`config.mk`:
```
export PLATFORM = sky130hd
export DESIGN_NAME = player_move_arbiter
export DESIGN_NICKNAME = d
export VERILOG_FILES = /design/src/rtl/player_move_arbiter.sv
export SDC_FILE = /design/constraint.sdc
export NUM_CORES = 1
export LEC_CHECK = 0
export ABC_AREA = 1
export BUFFER_PORTS_ARGS = -buffer_cell sky130_fd_sc_hd__buf_4
export CAP_MARGIN = 20
export CORE_MARGIN = 2
export CORE_UTILIZATION = 53
export DETAILED_ROUTE_END_ITERATION = 10
export PLACE_DENSITY = 0.77
export SLEW_MARGIN = 20
export SYNTH_ARGS = -nofsm -noshare
export SYNTH_HDL_FRONTEND = slang
export SYNTH_SLANG_ARGS = --single-unit
```
`constraint.sdc`:
```
create_clock -name clock_in -period 2.6 [get_ports clock_in]
set_input_delay 0.52 -clock clock_in [delete_from_list [all_inputs] [get_ports clock_in]]
set_output_delay 0.52 -clock clock_in [all_outputs]
set_load 0.05 [all_outputs]
```
`src/rtl/player_move_arbiter.sv`:
```
// player_move_arbiter: once per game tick, serves pending player move/chop
// requests in round-robin order. Each move reads the grid through one shared
// read port and is rejected if it goes off the board, hits a blocked tile, or
// lands on another active player. Players are served one at a time, so a
// later-served player sees the moves committed before it in the same sweep.
module player_move_arbiter #(
  parameter int TICK_CYCLES = 1083333,
  parameter int GRID_W      = 13,
  parameter int GRID_H      = 9
) (
  input  logic        clock_in,
  input  logic        reset_in,
  input  logic [1:0]  num_players,
  input  logic [3:0]  req_valid,
  input  logic [7:0]  req_dir,
  input  logic [3:0]  req_chop,
  output logic [3:0]  grid_rd_x,
  output logic [3:0]  grid_rd_y,
  input  logic        grid_blocked,
  output logic [15:0] pos_x,
  output logic [15:0] pos_y,
  output logic [7:0]  facing,
  output logic [3:0]  ack,
  output logic [3:0]  blocked,
  output logic        chop_valid,
  output logic [1:0]  chop_player,
  output logic [3:0]  chop_x,
  output logic [3:0]  chop_y,
  output logic        tick,
  output logic        busy
);

  localparam int              CNT_W    = (TICK_CYCLES > 1) ? $clog2(TICK_CYCLES) : 1;
  localparam logic [CNT_W-1:0] CNT_LAST = CNT_W'(TICK_CYCLES - 1);
  localparam logic [4:0]      GW       = 5'(GRID_W);
  localparam logic [4:0]      GH       = 5'(GRID_H);

  // Spawn points: player i at (1+2i, 1), facing down.
  localparam logic [15:0] SPAWN_X = 16'h7531;
  localparam logic [15:0] SPAWN_Y = 16'h1111;
  localparam logic [7:0]  SPAWN_F = 8'hAA;

  typedef enum logic [1:0] {
    S_IDLE,
    S_SCAN,
    S_LOOKUP,
    S_CHECK
  } state_t;

  state_t           state_q, state_d;
  logic [CNT_W-1:0] cnt_q, cnt_d;
  logic             tick_q, tick_d;
  logic [3:0]       pending_q, pending_d;
  logic [7:0]       dir_lat_q, dir_lat_d;
  logic [3:0]       chop_lat_q, chop_lat_d;
  logic [3:0]       mask_q, mask_d;
  logic [1:0]       rr_ptr_q, rr_ptr_d;
  logic [1:0]       cur_q, cur_d;
  logic [1:0]       cur_dir_q, cur_dir_d;
  logic [1:0]       np_q, np_d;
  logic [3:0]       rd_x_q, rd_x_d;
  logic [3:0]       rd_y_q, rd_y_d;
  logic [15:0]      pos_x_q, pos_x_d;
  logic [15:0]      pos_y_q, pos_y_d;
  logic [7:0]       facing_q, facing_d;
  logic [3:0]       blocked_q, blocked_d;
  logic [3:0]       ack_q, ack_d;
  logic             chop_valid_q, chop_valid_d;
  logic [1:0]       chop_player_q, chop_player_d;
  logic [3:0]       chop_x_q, chop_x_d;
  logic [3:0]       chop_y_q, chop_y_d;

  logic             tick_wrap;
  logic             found;
  logic [1:0]       pick;
  logic [1:0]       idx;
  logic             occupied;
  logic             reject;
  logic [3:0]       serve_clr;
  logic [3:0]       pick_x, pick_y;
  logic [1:0]       pick_dir, pick_face;
  logic [7:0]       move_xy, face_xy;

  // One grid step in direction d; 4-bit wrap so 0-1 becomes 15 (off-board).
  function automatic logic [7:0] step_xy(input logic [3:0] x, input logic [3:0] y,
                                         input logic [1:0] d);
    logic [3:0] nx;
    logic [3:0] ny;
    nx = x;
    ny = y;
    case (d)
      2'b00:   ny = y - 4'd1;
      2'b01:   nx = x + 4'd1;
      2'b10:   ny = y + 4'd1;
      default: nx = x - 4'd1;
    endcase
    return {nx, ny};
  endfunction

  assign tick_wrap = (cnt_q == CNT_LAST);

  // Round-robin pick: first set serve-mask bit at or after rr_ptr, wrapping mod 4.
  always_comb begin
    found = 1'b0;
    pick  = 2'd0;
    idx   = 2'd0;
    for (int k = 0; k < 4; k++) begin
      idx = rr_ptr_q + 2'(k);
      if (!found && mask_q[idx]) begin
        found = 1'b1;
        pick  = idx;
      end
    end
  end

  // Position/facing of the picked player and the tiles it would move to / faces.
  always_comb begin
    pick_x    = pos_x_q[{pick, 2'b00} +: 4];
    pick_y    = pos_y_q[{pick, 2'b00} +: 4];
    pick_dir  = dir_lat_q[{pick, 1'b0} +: 2];
    pick_face = facing_q[{pick, 1'b0} +: 2];
    move_xy   = step_xy(pick_x, pick_y, pick_dir);
    face_xy   = step_xy(pick_x, pick_y, pick_face);
  end

  // Target tile collides with another active player's current position.
  always_comb begin
    occupied = 1'b0;
    for (int j = 0; j < 4; j++) begin
      if ((2'(j) != cur_q) && (2'(j) <= num_players) &&
          (pos_x_q[4*j +: 4] == rd_x_q) && (pos_y_q[4*j +: 4] == rd_y_q)) begin
        occupied = 1'b1;
      end
    end
  end

  assign reject = grid_blocked | ({1'b0, rd_x_q} >= GW) | ({1'b0, rd_y_q} >= GH) | occupied;

  // Next-state logic: tick counter, sweep FSM, commits and request capture.
  always_comb begin
    state_d       = state_q;
    cnt_d         = tick_wrap ? '0 : cnt_q + 1'b1;
    tick_d        = tick_wrap;
    pending_d     = pending_q;
    dir_lat_d     = dir_lat_q;
    chop_lat_d    = chop_lat_q;
    mask_d        = mask_q;
    rr_ptr_d      = rr_ptr_q;
    cur_d         = cur_q;
    cur_dir_d     = cur_dir_q;
    np_d          = num_players;
    rd_x_d        = rd_x_q;
    rd_y_d        = rd_y_q;
    pos_x_d       = pos_x_q;
    pos_y_d       = pos_y_q;
    facing_d      = facing_q;
    blocked_d     = blocked_q;
    ack_d         = 4'd0;
    chop_valid_d  = 1'b0;
    chop_player_d = chop_player_q;
    chop_x_d      = chop_x_q;
    chop_y_d      = chop_y_q;
    serve_clr     = 4'd0;

    case (state_q)
      S_IDLE: begin
        if (tick_wrap) begin
          mask_d  = pending_q;
          state_d = S_SCAN;
        end
      end
      S_SCAN: begin
        if (!found) begin
          rr_ptr_d = rr_ptr_q + 2'd1;
          state_d  = S_IDLE;
        end else if (chop_lat_q[pick]) begin
          chop_valid_d    = 1'b1;
          chop_player_d   = pick;
          chop_x_d        = face_xy[7:4];
          chop_y_d        = face_xy[3:0];
          ack_d[pick]     = 1'b1;
          serve_clr[pick] = 1'b1;
        end else begin
          cur_d     = pick;
          cur_dir_d = pick_dir;
          rd_x_d    = move_xy[7:4];
          rd_y_d    = move_xy[3:0];
          state_d   = S_LOOKUP;
        end
      end
      S_LOOKUP: begin
        state_d = S_CHECK;
      end
      S_CHECK: begin
        facing_d[{cur_q, 1'b0} +: 2] = cur_dir_q;
        if (!reject) begin
          pos_x_d[{cur_q, 2'b00} +: 4] = rd_x_q;
          pos_y_d[{cur_q, 2'b00} +: 4] = rd_y_q;
        end
        blocked_d[cur_q] = reject;
        ack_d[cur_q]     = 1'b1;
        serve_clr[cur_q] = 1'b1;
        state_d          = S_SCAN;
      end
      default: state_d = S_IDLE;
    endcase

    mask_d    = mask_d & ~serve_clr;
    pending_d = pending_d & ~serve_clr;

    // Players dropped from the active set lose anything they had queued.
    if (num_players != np_q) begin
      for (int i = 0; i < 4; i++) begin
        if (2'(i) > num_players) pending_d[i] = 1'b0;
      end
    end

    // New requests win over a same-cycle serve clear and overwrite older ones.
    for (int i = 0; i < 4; i++) begin
      if (req_valid[i] && (2'(i) <= num_players)) begin
        pending_d[i]        = 1'b1;
        dir_lat_d[2*i +: 2] = req_dir[2*i +: 2];
        chop_lat_d[i]       = req_chop[i];
      end
    end
  end

  // State registers with synchronous active-low reset; reset abandons any sweep.
  always_ff @(posedge clock_in) begin
    if (!reset_in) begin
      state_q       <= S_IDLE;
      cnt_q         <= '0;
      tick_q        <= 1'b0;
      pending_q     <= 4'd0;
      dir_lat_q     <= 8'd0;
      chop_lat_q    <= 4'd0;
      mask_q        <= 4'd0;
      rr_ptr_q      <= 2'd0;
      cur_q         <= 2'd0;
      cur_dir_q     <= 2'd0;
      np_q          <= 2'd0;
      rd_x_q        <= 4'd0;
      rd_y_q        <= 4'd0;
      pos_x_q       <= SPAWN_X;
      pos_y_q       <= SPAWN_Y;
      facing_q      <= SPAWN_F;
      blocked_q     <= 4'd0;
      ack_q         <= 4'd0;
      chop_valid_q  <= 1'b0;
      chop_player_q <= 2'd0;
      chop_x_q      <= 4'd0;
      chop_y_q      <= 4'd0;
    end else begin
      state_q       <= state_d;
      cnt_q         <= cnt_d;
      tick_q        <= tick_d;
      pending_q     <= pending_d;
      dir_lat_q     <= dir_lat_d;
      chop_lat_q    <= chop_lat_d;
      mask_q        <= mask_d;
      rr_ptr_q      <= rr_ptr_d;
      cur_q         <= cur_d;
      cur_dir_q     <= cur_dir_d;
      np_q          <= np_d;
      rd_x_q        <= rd_x_d;
      rd_y_q        <= rd_y_d;
      pos_x_q       <= pos_x_d;
      pos_y_q       <= pos_y_d;
      facing_q      <= facing_d;
      blocked_q     <= blocked_d;
      ack_q         <= ack_d;
      chop_valid_q  <= chop_valid_d;
      chop_player_q <= chop_player_d;
      chop_x_q      <= chop_x_d;
      chop_y_q      <= chop_y_d;
    end
  end

  assign grid_rd_x   = rd_x_q;
  assign grid_rd_y   = rd_y_q;
  assign pos_x       = pos_x_q;
  assign pos_y       = pos_y_q;
  assign facing      = facing_q;
  assign ack         = ack_q;
  assign blocked     = blocked_q;
  assign chop_valid  = chop_valid_q;
  assign chop_player = chop_player_q;
  assign chop_x      = chop_x_q;
  assign chop_y      = chop_y_q;
  assign tick        = tick_q;
  assign busy        = (state_q != S_IDLE);

endmodule

```
# Word-level counts from Yosys, hierarchy flattened
# Index checks and enable logic that the tools add are counted.
# totals
memories	0
word_cells	188
latchBits	0
output_inout_bits	69
register_bits	119
in_bits	21
mem_bits_rw	0
mem_bits_ro	0
# classes
n_eq_ne	22
n_shift	9
bitwise_logic	10
n_reduce_logical	38
div_mod_pow	0
add_sub_neg	10
muxes	53
n_mul	0
n_lt_le_gt_ge	18
# op_table
op	count
4-bit case mux with 2 select lines	5
16-bit bitwise mux	2
4-bit == test	8
16-bit by 5-bit indexed part select with 4-bit output	2
4-bit by 6-bit indexed part select with 16-bit output	2
1-bit two-way mux	24
21-bit by 1-bit adder with 21-bit output, second input constant	1
21-bit == test, second input constant	1
1-bit logical AND	21
4-bit two-way mux	5
2-bit by 3-bit < comparator with 1-bit output, second input constant	6
4-bit by 6-bit variable shift with 16-bit output, first input constant	1
8-bit by 4-bit indexed part select with 2-bit output	2
2-bit two-way mux	7
1-bit binary-select mux with 2-bit select	5
3-bit AND reduction	3
4-bit by 1-bit adder with 4-bit output, second input constant	2
4-bit bitwise AND	2
8-bit bitwise mux	1
2-bit == test, second input constant	4
4-bit greater-or-equal comparator, second input constant	2
2-bit case mux with 4 select lines	1
2-bit by 5-bit variable shift with 8-bit output, first input constant	1
2-bit by 5-bit indexed part select with 8-bit output	1
26 further kinds	51

# Longest topological paths before layout
# depth
word_depth	24
mapped_depth	23
ltp_nobuf	20

# Worst setup path after synthesis
# Ideal clock, no wire load.
# synth_timing
path_type	register to register
start	reg rr_ptr_q[0]
end	reg rd_x_q[1], in the netlist grid_rd_x[1]
path_slack_ns	0.150
n_path_buf	3
stages_incl_launch_ff	21
setup_time_ns	0.131
required_time_ns	2.469
synth_period_minus_slack_ns	2.450
arrival_ns	2.320
cell_sequence	dfxtp_1 > buf_6 > inv_4 > buf_6 > nand2_2 > nand2_2 > nand2_1 > nand2_2 > nor2_4 > nand3_4 > nand3_2 > buf_4 > nand2_1 > nand2_1 > nand2_1 > nand2_2 > inv_1 > ha_1 > o21bai_1 > nand3_2 > a21oi_2
# synth_between
elab_chain_cells	16
word_cells_on_any_way	38
cone_classes	5 x add/sub; 2 x eq/ne; 2 x shift; 19 x mux; 1 x bitwise; 9 x reduce/logical
# synth_rtl
element	line_no	text
from (decl)	57	logic [1:0] rr_ptr_q, rr_ptr_d;
from (signal assigned)	261	rr_ptr_q <= rr_ptr_d;
parallel branches: the longest is 16 deep, another holds 2-bit by 1-bit adder with 2-bit output	n/a	
to (signal assigned)	265	rd_x_q <= rd_x_d;
to (decl)	61	logic [3:0] rd_x_q, rd_x_d;
# Several ways; the timed one is not identified. The select of a mux whose other input is x is not followed.
# A chain may end at the register's enable or synchronous reset.

# Final worst setup path
# layout_timing
start	reg rr_ptr_q[1]
end	reg chop_y_q[2], in the netlist chop_y[2]
# layout_between
elab_chain_cells	15
word_cells_on_any_way	35
cone_classes	5 x add/sub; 1 x eq/ne; 2 x shift; 19 x mux; 8 x reduce/logical
# layout_rtl
element	line_no	text
parallel branches: the longest is 15 deep, another holds 2-bit by 1-bit adder with 2-bit output	n/a	
to (signal assigned)	275	chop_y_q <= chop_y_d;
to (decl)	71	logic [3:0] chop_y_q, chop_y_d;
# Several ways; the timed one is not identified. The select of a mux whose other input is x is not followed.

==> metrics.md <==
| Metric | Value |
|---|---|
| Synthesized area | `6790 µm²` |
| 1st-iter DRT viols | `809` |
| Clock sink count | `119` |
| Area occupied by multi-input gates | `3940 µm²` |
| Mapped Nets | `1027` |
| Clk buf depth | `2` |
| Post-synthesis mux area share | `0` |
| Final period util | `0.969` |
| Slowest CP cell | `dfxtp_2` |
| Setup crit end kind | `register` |
| DR WL/cell | `15.9 µm` |
| DP Wirelength | `14.2 mm` |
| Antenna Cells | `0` |
| Synth async-reset ratio | `0` |
| Status | `finished, final reports clean` |
| Largest family of logic cells by synthesized area | `simple AND/OR/NAND/NOR gates` |
| Leakage | `4.07 nW` |
| Synthesis Warnings | `0` |
| Die Width | `117 µm` |
| Initial Util | `0.540` |
| GRT met2 Usage | `0.461` |
| Synth Area in Adders | `0.0350` |
| Slew Viols, Final | `0` |
| Fmax | `0.397 GHz` |
| Clock transition at path regs | `0.06 ns` |
| GRT Max-Usage Layer | `met2` |
| CTS buffer count | `17` |
| Nets | `1156` |
| Post-synthesis simple-gate area fraction | `0.346` |
| Register area share after synthesis | `0.351` |
| FILL cells | `1057` |
| DRC | `0` |
| Cells after Synth | `987` |
| CP max FO | `8` |
| Clock skew | `0.00987 ns` |
| # hold bufs at CTS | `0` |
| Max stage delay on crit path | `0.32 ns` |
| Grt met1 use | `0.392` |
| Synth Register Bits | `119` |
| Synth Area in XOR/XNOR | `0.0310` |
| Max-cap violations | `0` |
| Final WS setup | `0.0803 ns` |
| Compound-Gate Fraction of Synth Area | `0.145` |
| Final WL | `20.7 mm` |
| Post-synth top flop | `dfxtp_1` |
| Row count | `41` |
| Reg area | `2390 µm²` |
| EDFF count, synth | `0` |
| Share of cells above drive strength 1 | `0.240` |
| Number of global-route vias before repair | `6345` |
| Pwr Density | `524 nW/µm²` |
| Worst Path Required | `2.91 ns` |
| Hold WC Path Type | `in2reg` |
| Worst Setup Path Type | `reg2reg` |
| Top delay family on crit path | `simple AND/OR/NAND/NOR gates` |
| CTS tree | `done` |
| Worst path cell trace | `buf_4 > nand2_2 > nand2_4 > nand2_2 > nand2_2 > nor2_4 > nand3_4 > buf_8 > nand4_1 > nand2_1 > nand2_1 > nand2_2 > buf_4 > ha_1 > xor2_1 > nand2_1 > nand2_1 > o21ai_1 > inv_1` |
| Crit path buf inv count | `4` |
| Top Ports | `90` |
| CP Launch Type | `register` |
| Antenna violations before repair | `0` |
| Die height | `117 µm` |
| Worst-margin pin slew | `0.678 ns` |
| Final Wtd Congestion | `0.990` |
| Final setup violation count | `0` |
| Clk Latency, worst-skew pair | `0.43 ns` |
| First-pass GRT wire length | `31.1 mm` |
| Fin. Hold Viols | `0` |
| Place WS | `-0.140 ns` |
| Global routing usage on met3 | `0.0705` |
| Via count | `7206` |
| Area Overhead vs Synth | `29.5%` |
| Post-route ant nets | `0` |
| CTS HTree Levels | `4` |
| Pin count of the biggest net entering global routing | `57` |
| DR pass1 iterations | `6` |
| Overflow after GRT | `0` |
| Die area | `13700 µm²` |
| Setup TNS | `0 ns` |
| Core Area | `12600 µm²` |
| GRT Util Overall | `0.293` |
| Port bufs | `89` |
| Post-Syn Area per Cell | `6.87 µm²` |
| Post-layout min period | `2.52 ns` |
| Peak supply drop | `0.478 mV` |
| Clock root buffer | `clkbuf_16` |
| Yosys cell types | `50` |
| Relative slew margins | `0.546` |
| RSZ-0062 raised after global routing | `yes` |
| CP arrival | `2.83 ns` |
| Vias per inst | `5.54` |
==> placed cells by master, fill, tap and decap left out, drive strengths merged, types with 8 or more instances in the layout <==
| master | count |
|---|---|
| a21oi | 77 |
| buf | 142 |
| clkbuf | 23 |
| dfxtp | 119 |
| ha | 19 |
| inv | 111 |
| nand2 | 290 |
| nand3 | 56 |
| nand4 | 34 |
| nor2 | 90 |
| nor3 | 18 |
| nor4 | 8 |
| o21a | 10 |
| o21ai | 68 |
| xor2 | 19 |
==> registers in the layout, summed over array words and instances, names as in the netlist, 4 cells and up <==
name,count
dir_lat_q,8
cnt_q,21
chop_x,4
ack,4
grid_rd_x,4
blocked,4
pending_q,4
grid_rd_y,4
chop_lat_q,4
facing,8
chop_y,4
pos_y,16
pos_x,16
mask_q,4
==> power by group <==
| group | switching [mW] | total, mW | internal (mW) |
|---|---|---|---|
| Sequential | 0.0117 | 1.86 | 1.85 |
| Combinational | 0.104 | 0.165 | 0.0610 |
| Clock | 0.857 | 2.58 | 1.73 |
==> Yosys cell counts (7+ instances only) <==
library cell / count / share of area
a21oi_1: 73 / 0.054
clkbuf_1: 20 / 0.011
dfxtp_1: 119 / 0.35
ha_1: 19 / 0.035
inv_1: 97 / 0.054
inv_2: 11 / 0.0061
nand2_1: 261 / 0.14
nand2_2: 21 / 0.019
nand2_4: 7 / 0.012
nand3_1: 47 / 0.035
nand4_1: 33 / 0.030
nor2_1: 81 / 0.045
nor3_1: 17 / 0.013
nor4_1: 8 / 0.0074
o21a_1: 10 / 0.011
o21ai_0: 40 / 0.030
o21ai_1: 28 / 0.021
xor2_1: 19 / 0.025
==> per-stage QoR <==
stage	cell area [µm²]	hold slack (ns)	utilization	power, mW	std cells
3_3_place_gp	7740	0.436	0.616	2.05	1246
6_report	8790	0.305	0.699	4.61	1301
4_1_cts	8390	0.302	0.668	4.62	1278
3_5_place_dp	7740	0.443	0.616	2.06	1246
5_1_grt	8790	0.321	0.699	4.74	1301
2_1_floorplan	6790	0.424	-	1.99	987
==> repair_timing <==
action / CTS / global route
setup buffers: 0 / 19
setup endpoints to repair: 33 / 42
resized for setup: 2 / 47
pin swaps: 0 / 22
gates cloned: 0 / 4
==> final cells by class <==
type,count,area share
clock inverter,11,0.0225
multi-input combinational,723,0.449
tap,172,0.0245
sequential,119,0.272
clock buffer,21,0.0512
timing repair buffer,144,0.132
inverter,111,0.0497
==> worst register-to-register path: stages, from the launching register on <==
cell and delay [ns]:
dfxtp_2 0.32, buf_4 0.15, nand2_2 0.09, nand2_4 0.07
nand2_2 0.07, nand2_2 0.07, nor2_4 0.17, nand3_4 0.20
buf_8 0.20, nand4_1 0.08, nand2_1 0.07, nand2_1 0.07
nand2_2 0.07, buf_4 0.15, ha_1 0.18, xor2_1 0.17
nand2_1 0.07, nand2_1 0.05, o21ai_1 0.12, inv_1 0.04
==> kinds of logic (layout without fill, tap and decap cells) <==
family | count (synthesis) | count (layout)
flops | 119 | 119
xor+xnor | 24 | 24
compound gates | 175 | 175
simple gates | 503 | 505
buf+inv | 147 | 287
fa+ha+maj | 19 | 19
==> worst paths after layout <==
check | end | start | cells after the start | slack [ns]
hold / removal | np_q[0] | num_players[0] | 3 | 0.30
setup reg to reg | chop_y[2] | rr_ptr_q[1] | 19 | 0.08
hold reg to reg | cnt_q[9] | cnt_q[9] | 2 | 0.45
setup / recovery | chop_y[2] | rr_ptr_q[1] | 19 | 0.08
==> metal layers <==
layer	vias to the layer above	share of wire	wire, µm
li1	3500	-	-
met1	3252	0.42	8700
met2	380	0.45	9410
met3	74	0.094	1950
met4	0	0.032	655
met5	-	0	0
Note: power is estimated with default switching activity, not from simulation.
